<file path="config.mk">
export PLATFORM = sky130hd
export DESIGN_NAME = spatz_lane_sequencer
export DESIGN_NICKNAME = d
export VERILOG_FILES = /design/src/rtl/spatz_lane_sequencer.sv
export SDC_FILE = /design/constraint.sdc
export NUM_CORES = 1
export LEC_CHECK = 0
export CAP_MARGIN = 5
export CORE_ASPECT_RATIO = 0.9
export CORE_MARGIN = 4
export CORE_UTILIZATION = 48
export DETAILED_ROUTE_END_ITERATION = 7
export PLACE_DENSITY = 0.81
export SKIP_CTS_REPAIR_TIMING = 1
export SLEW_MARGIN = 0
export SYNTH_ARGS = -nofsm -noshare
export SYNTH_HDL_FRONTEND = slang
export SYNTH_SLANG_ARGS = --single-unit
export TNS_END_PERCENT = 1
</file>
<file path="constraint.sdc">
create_clock -name clk_i -period 2.7 [get_ports clk_i]
set_input_delay 0.27 -clock clk_i [delete_from_list [all_inputs] [get_ports clk_i]]
set_output_delay 0.27 -clock clk_i [all_outputs]
set_load 0.005 [all_outputs]
</file>
<file path="src/rtl/spatz_lane_sequencer.sv">
// Lane sequencer: accepts a per-lane vector request, streams operand triples
// into one SIMD lane, collects each lane result and forwards it on an indexed
// result stream. Divide ops get a forced valid gap between elements so the
// serial divider never restarts on stale operands.
package spatz_lane_pkg;

    typedef enum logic [4:0] {
        VADD, VSUB, VADC, VSBC, VMUL, VMULH, VMACC, VDIVU, VDIV, VREMU, VREM,
        VAND, VOR, VXOR, VMIN, VMAX
    } op_e;

    typedef enum logic [1:0] {
        EW_8, EW_16, EW_32, EW_64
    } vew_e;

endpackage

module spatz_lane_sequencer
    import spatz_lane_pkg::*;
#(
    parameter int unsigned Width   = 8,
    parameter int unsigned VlWidth = 8,
    parameter type         data_t  = logic [Width-1:0]
) (
    input  logic               clk_i,
    input  logic               rst_ni,
    // Vector request
    input  logic               req_valid_i,
    output logic               req_ready_o,
    input  op_e                req_op_i,
    input  logic [VlWidth-1:0] req_vl_i,
    input  vew_e               req_sew_i,
    input  logic               req_signed_i,
    // Operand stream
    input  logic               opd_valid_i,
    output logic               opd_ready_o,
    input  data_t              opd_s1_i,
    input  data_t              opd_s2_i,
    input  data_t              opd_d_i,
    input  logic               opd_carry_i,
    // Lane issue side
    output op_e                lane_operation_o,
    output logic               lane_operation_valid_o,
    output data_t              lane_op_s1_o,
    output data_t              lane_op_s2_o,
    output data_t              lane_op_d_o,
    output logic               lane_is_signed_o,
    output logic               lane_carry_o,
    output vew_e               lane_sew_o,
    // Lane result side
    input  data_t              lane_result_i,
    input  logic               lane_result_valid_i,
    output logic               lane_result_ready_o,
    // Result stream
    output logic               res_valid_o,
    input  logic               res_ready_i,
    output data_t              res_data_o,
    output logic [VlWidth-1:0] res_idx_o,
    output logic               res_last_o,
    // Status
    output logic               busy_o,
    output logic               done_o
);

    typedef enum logic [1:0] {
        IDLE,
        FETCH,
        EXEC,
        DRAIN
    } state_e;

    localparam logic [VlWidth-1:0] VlOne = {{(VlWidth-1){1'b0}}, 1'b1};

    state_e             state_q;
    logic [VlWidth-1:0] vl_q;
    logic [VlWidth-1:0] issue_cnt_q;
    logic [VlWidth-1:0] res_cnt_q;
    logic               div_gap_q;

    logic               is_div;
    logic               lane_hs;
    logic               last_res;
    logic               opd_hs;
    logic               res_pop;

    assign is_div   = lane_operation_o inside {VDIV, VDIVU, VREM, VREMU};
    assign last_res = (res_cnt_q == (vl_q - VlOne));
    assign res_pop  = res_valid_o && res_ready_i;

    // The lane may hand over a result only while executing and while the
    // single-entry output register is empty or being drained this cycle.
    assign lane_result_ready_o = (state_q == EXEC) && (!res_valid_o || res_ready_i);
    assign lane_hs             = lane_result_valid_i && lane_result_ready_o;

    // Operands are taken while fetching, or in the result handshake cycle of a
    // non-final element so single-cycle ops run at one element per cycle.
    assign opd_ready_o = (state_q == FETCH) ||
                         ((state_q == EXEC) && lane_hs && !last_res && (issue_cnt_q < vl_q));
    assign opd_hs      = opd_valid_i && opd_ready_o;

    assign req_ready_o = (state_q == IDLE);
    assign busy_o      = (state_q != IDLE);

    // Sequencer FSM together with the lane operand, output and status registers.
    always_ff @(posedge clk_i or negedge rst_ni) begin
        if (!rst_ni) begin
            state_q                <= IDLE;
            vl_q                   <= '0;
            issue_cnt_q            <= '0;
            res_cnt_q              <= '0;
            div_gap_q              <= 1'b0;
            lane_operation_o       <= VADD;
            lane_operation_valid_o <= 1'b0;
            lane_op_s1_o           <= '0;
            lane_op_s2_o           <= '0;
            lane_op_d_o            <= '0;
            lane_is_signed_o       <= 1'b0;
            lane_carry_o           <= 1'b0;
            lane_sew_o             <= EW_8;
            res_valid_o            <= 1'b0;
            res_data_o             <= '0;
            res_idx_o              <= '0;
            res_last_o             <= 1'b0;
            done_o                 <= 1'b0;
        end else begin
            done_o <= 1'b0;

            if (res_pop) begin
                res_valid_o <= 1'b0;
            end

            if (lane_hs) begin
                res_valid_o <= 1'b1;
                res_data_o  <= lane_result_i;
                res_idx_o   <= res_cnt_q;
                res_last_o  <= last_res;
                res_cnt_q   <= res_cnt_q + VlOne;
            end

            if (opd_hs) begin
                lane_op_s1_o <= opd_s1_i;
                lane_op_s2_o <= opd_s2_i;
                lane_op_d_o  <= opd_d_i;
                lane_carry_o <= opd_carry_i;
                issue_cnt_q  <= issue_cnt_q + VlOne;
            end

            case (state_q)
                IDLE: begin
                    if (req_valid_i) begin
                        lane_operation_o <= req_op_i;
                        vl_q             <= req_vl_i;
                        lane_sew_o       <= req_sew_i;
                        lane_is_signed_o <= req_signed_i;
                        issue_cnt_q      <= '0;
                        res_cnt_q        <= '0;
                        div_gap_q        <= 1'b0;
                        if (req_vl_i == '0) begin
                            done_o <= 1'b1;
                        end else begin
                            state_q <= FETCH;
                        end
                    end
                end
                FETCH: begin
                    if (opd_valid_i) begin
                        lane_operation_valid_o <= 1'b1;
                        state_q                <= EXEC;
                    end
                end
                EXEC: begin
                    if (div_gap_q) begin
                        lane_operation_valid_o <= 1'b1;
                        div_gap_q              <= 1'b0;
                    end
                    if (lane_hs) begin
                        if (last_res) begin
                            lane_operation_valid_o <= 1'b0;
                            state_q                <= DRAIN;
                        end else if (opd_valid_i) begin
                            lane_operation_valid_o <= !is_div;
                            div_gap_q              <= is_div;
                        end else begin
                            lane_operation_valid_o <= 1'b0;
                            state_q                <= FETCH;
                        end
                    end
                end
                DRAIN: begin
                    if (res_pop && res_last_o) begin
                        done_o  <= 1'b1;
                        state_q <= IDLE;
                    end
                end
                default: begin
                    state_q <= IDLE;
                end
            endcase
        end
    end

endmodule

</file>
==> results of run 1 <==
==> per-layer routing <==
metal	up-vias	routed length [µm]	GRT usage, %
met3	15	755	4.52
li1	1511	-	-
met2	109	4030	29.1
met1	1447	4080	27.9
met4	0	155	7.10
met5	-	0	0
==> cell families (layout without fill, tap and decap cells) <==
group                      count (synthesis)  count (layout)
and+or+nand+nor                          152             152
xor gates and xnor gates                  15              15
DFF                                       80              80
adders and majority gates                 14              14
muxes                                     25              25
AOI/OAI and AO/OA                         56              56
buffers and inverters                     35             156
==> through the flow <==
step / area [µm²] / worst slack (ps) / hold WS, ps / power, mW
after floorplan: 3820 / 409 / -25.6 / 3.10
after global placement: 5000 / 204 / 459 / 4.13
after global routing: 5300 / -15.9 / 175 / 5.61
after CTS: 5220 / -16.4 / 121 / 5.18
after detailed placement: 5000 / 138 / 464 / 4.22
final: 5300 / 67.4 / 74.3 / 5.25
==> sequential cells by signal, summed over array words and instances, names as in the netlist <==
register and cells:
div_gap_q 1, done_o 1, issue_cnt_q 8, lane_carry_o 1, lane_is_signed_o 1, lane_op_d_o 8
lane_op_s1_o 8, lane_op_s2_o 8, lane_operation_o 5, lane_operation_valid_o 1, lane_sew_o 2, res_cnt_q 8
res_data_o 8, res_idx_o 8, res_last_o 1, res_valid_o 1, state_q 2, vl_q 8
==> report_power, final <==
group / internal [mW] / leakage (nW) / switching (mW)
Clock: 0.522 / 0.104 / 0.433
Sequential: 1.63 / 1.01 / 0.323
Combinational: 1.34 / 1.24 / 0.998
==> final cells by class <==
cell class              instances  area [µm²]  share of cell area (%)
multi-input cells             262        1680                    31.8
clock buffers                  11         131                    2.48
repair buffers                123        1210                    22.9
inverters                      17        63.8                    1.20
well taps                      96         120                    2.27
flip-flops and latches         80        2000                    37.8
clock inverters                 5        81.3                    1.54
==> worst paths after layout <==
kind                             startpoint             end  slack (ps)
setup / recovery                    vl_q[1]     opd_ready_o          70
hold / removal                       rst_ni  lane_op_d_o[4]          70
setup reg to reg                    vl_q[1]  issue_cnt_q[7]         200
hold reg to reg                res_idx_o[3]    res_idx_o[3]         480
max in group asynchronous            rst_ni         vl_q[0]        1920
min in group clk_i         lane_result_i[4]   res_data_o[4]         430
==> placed cells by master, fill, tap and decap left out, drive strengths merged, types with 8 or more instances in the layout <==
master	Yosys	final
dfrtp	80	80
o21ai	18	18
nand4	9	9
nor2	13	13
clkdlybuf4s50	0	110
inv	17	17
nand3	9	9
a21oi	17	17
nand2	98	98
buf	6	13
ha	14	14
mux2	25	25
clkbuf	12	11
xnor2	8	8
==> qor.csv, run 1 <==
stage,metric,value,unit
clock_network,cts_tree,built,
synthesis,synth-edff-count,0,
routing,drc,0,
synthesis,synthMostInstantiatedCell,nand2_1,
clock_network,clock_sinks,80,
synthesis,synth_top_cell_area_share,52.4,%
routing,drtIter0Drc,182,
floorplanning,die_h,92.6,µm
critical_path,cp_cell_sequence,"inv_2, ha_1, a21o_1, a211oi_2, o311a_1, nand2_1, nand2_1, clkdlybuf4s50_1",
synthesis,synth_adder_area_share,4.58,%
sta,fin_setup_tns,0,ps
synthesis,synth-async-reset-ratio,100,%
cells_and_area,drive_above_1_share,12.9,%
grt,grt_overflow,0,
floorplanning,dieArea,0.00945,mm²
synthesis,yosysTopAreaCell,dfrtp_1,
placed_design,place_inst,571,
floorplanning,die_w,102,µm
cells_and_area,layout.nets,562,
worst_hold_path,hp-class,in2async,
grt,grt_first_pass_wirelength,14800,µm
clock_network,cts_buffers,9,
sta,worst_pin_slew,983,ps
clock_network,clk_latency,360,ps
sta,fin_skew,12.5,ps
outcome,outcome,"complete, no violations",
critical_path,crit_top_cell,nand2_1,
critical_path,crit_required,2430,ps
synthesis,ys_seq_elements,80,
clock_network,htree_levels,3,
synthesis,syn_area,0.00382,mm²
power,power_density,991,mW/mm²
routing,via_count,3082,
cells_and_area,nFillCells,616,
cells_and_area,post-route-util,69.2,%
sta,relSlewSlack,34.4,%
grt,grt_pass1_vias,3009,
grt,antenna_found_initial,0,
critical_path,worst_setup_path_end_kind,output port,
sta,fin_crit,2630,ps
placed_design,hpwl,6460,µm
critical_path,path_depth,8,
routing,wire_per_inst,15.2,µm
placed_design,gp_congestion,0.814,
grt,grt_max_degree,81,
cells_and_area,syn_to_final_growth,38.6,%
synthesis,syn-mean-instance-area,10.1,µm²
synthesis,synthMuxAreaShare,7.37,%
placed_design,portBuffers,111,
critical_path,cp-start-kind,flip-flop,
clock_network,clk_path_buf_depth,2,
critical_path,critPathArrivalTime,2360,ps
routing,drtAntennaViolNets,0,
cells_and_area,final_cells,594,
sta,finalMaxSlewViolations,0,
floorplanning,coreArea,0.00766,mm²
synthesis,synth.cells.most_frequent,"nand2_1 (98), dfrtp_1 (80), mux2_2 (24)",
sta,setup_viol_count_final,0,
synthesis,ys_top_cells_by_area,"dfrtp_1 (52%), nand2_1 (9.6%), mux2_2 (7.1%)",
synthesis,synth_seq_area_share,52.4,%
floorplanning,start_util,49.9,%
synthesis,synth_ff_type,dfrtp_1,
critical_path,crit_buf_inv,2,
grt,grtUsageTotal,19.6,%
critical_path,critical_path_class,reg2out,
floorplanning,row_count,30,
synthesis,yosys.area_share.simple,17.9,%
clock_network,root_buffer,clkbuf_8,
synthesis,synthCells,377,
routing,wl,9020,µm
critical_path,slowest_stage,clkdlybuf4s50_1,
synthesis,synth_cell_types,45,
synthesis,syn-num-nets,446,
synthesis,synth_top_family_by_area,simple AND/OR/NAND/NOR gates,
synthesis,post_synth_xor_area_fraction,3.44,%
routing,drtPass1Iterations,4,
critical_path,reg2reg_depth,10,
job,max-cap-violations,0,
clock_network,clkTransAtPathRegs,80,ps
power,ir_worst_vdd,0.000446,V
cells_and_area,diodes,0,
critical_path,crit_fanout,3,
sta,max_clock_freq,380,MHz
routing,via_per_inst,5.19,
critical_path,path_delay_family,compound AO/OA/AOI/OAI gates,
synthesis,synth-compound-area-share,10.1,%
sta,final.period_utilization,97.5,%
floorplanning,io_pins,112,
sta,final_hold_viol_count,0,
power,p_leak,2.36,nW
synthesis,yosysWarnings,0,
sta,rsz0062_at_grt,true,
critical_path,crit_path_max_incr_delay,500,ps
Note: power is estimated with default switching activity, not from simulation.
==> inputs of run 2 (changes only) <==
CORE_UTILIZATION = 61   (was 48)
DONT_BUFFER_PORTS = 1   (was not set)
PLACE_DENSITY = 0.77   (was 0.81)
SLEW_MARGIN = 30   (was 0)
==> run 2 against run 1 <==
  * Sequential cell count did not move
  * Clock skew fell by 2.7 ps
  * Global-route usage rose by 2.0 points
  * Largest cell class unchanged
  * Sequential share of layout area rose by 10 points
  * Highest routed layer unchanged
  * Critical path depth did not move
  * Clock power fell by 2%
  * Combinational power fell by 38%
  * Worst setup slack improved by 120 ps
  * Total power fell by 16%
==> qor.csv, run 2 (synthesis results as in run 1) <==
stage,metric,value,unit,change
outcome,outcome,"complete, no violations",,
sta,fin_crit,2510,ps,-120 ps
grt,top_usage_layer,met2,,
grt,grt_max_degree,81,,unchanged
critical_path,slowest_stage,or4_1,,
grt,grt_overflow,0,,unchanged
routing,drtIter0Drc,134,,-26%
clock_network,clkTransAtPathRegs,80,ps,about the same
routing,drtPass1Iterations,5,,+1
critical_path,cp-start-kind,flip-flop,,
grt,use_met2,32.5,%,+3.5 points
sta,fin_skew,9.79,ps,-2.68 ps
grt,grt_pass1_vias,2819,,-6.3%
cells_and_area,syn_to_final_growth,9.07,%,
grt,grt_first_pass_wirelength,13200,µm,-10%
clock_network,clock_sinks,80,,unchanged
power,p_total,4.41,mW,-16%
grt,antenna_found_initial,0,,unchanged
placed_design,place_inst,452,,-21%
clock_network,clk_latency,350,ps,about the same
power,power_density,1060,mW/mm²,+6.8%
floorplanning,row_count,27,,-10%
clock_network,cts_tree,built,,
critical_path,crit_start,vl_q[0],,
critical_path,crit_required,2970,ps,+540 ps
routing,drtAntennaViolNets,0,,unchanged
placed_design,placed_area,0.00389,mm²,-22%
power,internal_power,2.81,mW,-19%
clock_network,clk_path_buf_depth,2,,unchanged
worst_hold_path,hp-start,req_op_i[1],,
cells_and_area,nFillCells,472,,-23%
critical_path,critPathArrivalTime,2780,ps,+420 ps
power,ir_worst_vdd,0.000565,V,+26%
sta,final_hold_viol_count,0,,unchanged
critical_path,reg2reg_depth,8,,-2
placed_design,hpwl,5650,µm,-12%
sta,max_clock_freq,398,MHz,+4.8%
power,power_frac_comb,32.7,%,-12 points
grt,grtUsageMet1,27.6,%,-0.24 points
routing,wire_per_inst,16.9,µm,+11%
sta,fin_setup_tns,0,ps,unchanged
routing,wl,7980,µm,-11%
cells_and_area,postLayoutCellArea,0.00417,mm²,-21%
sta,rsz0062_at_grt,false,,
cells_and_area,mostFrequentLayoutCells,"nand2_1 (98), dfrtp_1 (80), mux2_2 (24)",,
worst_hold_path,hp-class,in2reg,,
cells_and_area,mostFrequentLayoutCell,nand2_1,,
sta,worst_pin_slew,734,ps,-249 ps
routing,via_count,2731,,-11%
critical_path,cp_cell_sequence,"nor3_4, a31o_1, a211oi_2, o2111ai_4, a31oi_4, buf_12, or4_1, a21oi_1",,
grt,grtUsageMet3,8.24,%,+3.7 points
floorplanning,dieArea,0.00760,mm²,-20%
floorplanning,io_pins,112,,unchanged
floorplanning,die_h,83.1,µm,-10%
critical_path,crit_fanout,11,,+8
cells_and_area,drive_above_1_share,14.3,%,+1.4 points
critical_path,r2r-start,vl_q[0],,
routing,drc,0,,unchanged
cells_and_area,final_cells,472,,-21%
sta,final.period_utilization,93.1,%,-4.4 points
floorplanning,start_util,62.5,%,+13 points
critical_path,worst_setup_path_end_kind,flip-flop,,
worst_hold_path,whs_path_depth,2,,
clock_network,htree_levels,3,,unchanged
placed_design,portBuffers,0,,-100%
grt,grtUsageTotal,21.5,%,+2.0 points
power,p_leak,1.94,nW,-18%
critical_path,crit_buf_inv,1,,-1
job,max-cap-violations,0,,unchanged
floorplanning,die_w,91.4,µm,-10%
placed_design,gp_congestion,0.909,,+12%
power,clockPowerShare,21.2,%,+3.0 points
power,netSwitchingPower,1.60,mW,-8.9%
cells_and_area,layout.nets,449,,-20%
sta,finalMaxSlewViolations,0,,unchanged
critical_path,crit_path_max_incr_delay,500,ps,about the same
power,p_seq_share,46.0,%,+8.8 points
critical_path,r2r_slack,190,ps,about the same
sta,setup_viol_count_final,0,,unchanged
critical_path,path_delay_family,compound AO/OA/AOI/OAI gates,,
sta,relSlewSlack,50.6,%,+16 points
floorplanning,coreArea,0.00611,mm²,-20%
critical_path,path_depth,8,,unchanged
clock_network,root_buffer,clkbuf_8,,
critical_path,critical_path_class,reg2reg,,
clock_network,cts_buffers,9,,unchanged
power,sw_frac_of_total,36.2,%,+2.8 points
routing,via_per_inst,5.79,,+12%
cells_and_area,diodes,0,,unchanged
-- run 2: area by class of cell --
type	instances	area, µm²	area share (%)
clock buffers	10	128	3.06
clock inverters	6	83.8	2.01
inverters	17	63.8	1.53
multi-input cells	262	1660	39.8
flip-flops and latches	80	2000	48.0
well taps	87	109	2.61
repair buffers	10	123	2.94
-- run 2: layer usage --
| layer | share of wire, % | wire [µm] |
|---|---|---|
| met5 | 0 | 0 |
| met1 | 42 | 3350 |
| met4 | 2.1 | 168 |
| met3 | 9.8 | 784 |
| met2 | 46 | 3680 |
-- run 2: per-stage QoR --
stage	hold WS [ps]	util, %	setup slack, ps
global placement	-23.3	63.6	164
floorplan	-25.6	-	409
global route	11.1	68.2	20.9
CTS	-412	67.1	53.4
detailed placement	-23.4	63.6	67.1
finish	24.2	68.2	187
-- run 2: final timing paths --
check	end
worst max-delay path	issue_cnt_q[7]
worst min-delay path	lane_operation_o[1]
worst max register to register	issue_cnt_q[7]
worst min register to register	res_idx_o[0]
max in group asynchronous	lane_op_s2_o[4]
min in group asynchronous	lane_operation_o[4]
-- run 2: power by group through the flow --
stage	Clock, mW	Combinational [mW]	Sequential, mW
2_1_floorplan	0	1.16	1.94
3_3_place_gp	0	1.30	2.04
3_5_place_dp	0	1.38	2.06
4_1_cts	0.958	1.38	2.04
5_1_grt	1.02	1.63	2.09
6_report	0.937	1.44	2.03
-- run 2: worst register-to-register path, stage by stage, from the launching register on --
cell       delay [ps]
dfrtp_1           450
nor3_4            310
a31o_1            230
a211oi_2          110
o2111ai_4         310
a31oi_4           180
buf_12            180
or4_1             500
a21oi_1           160
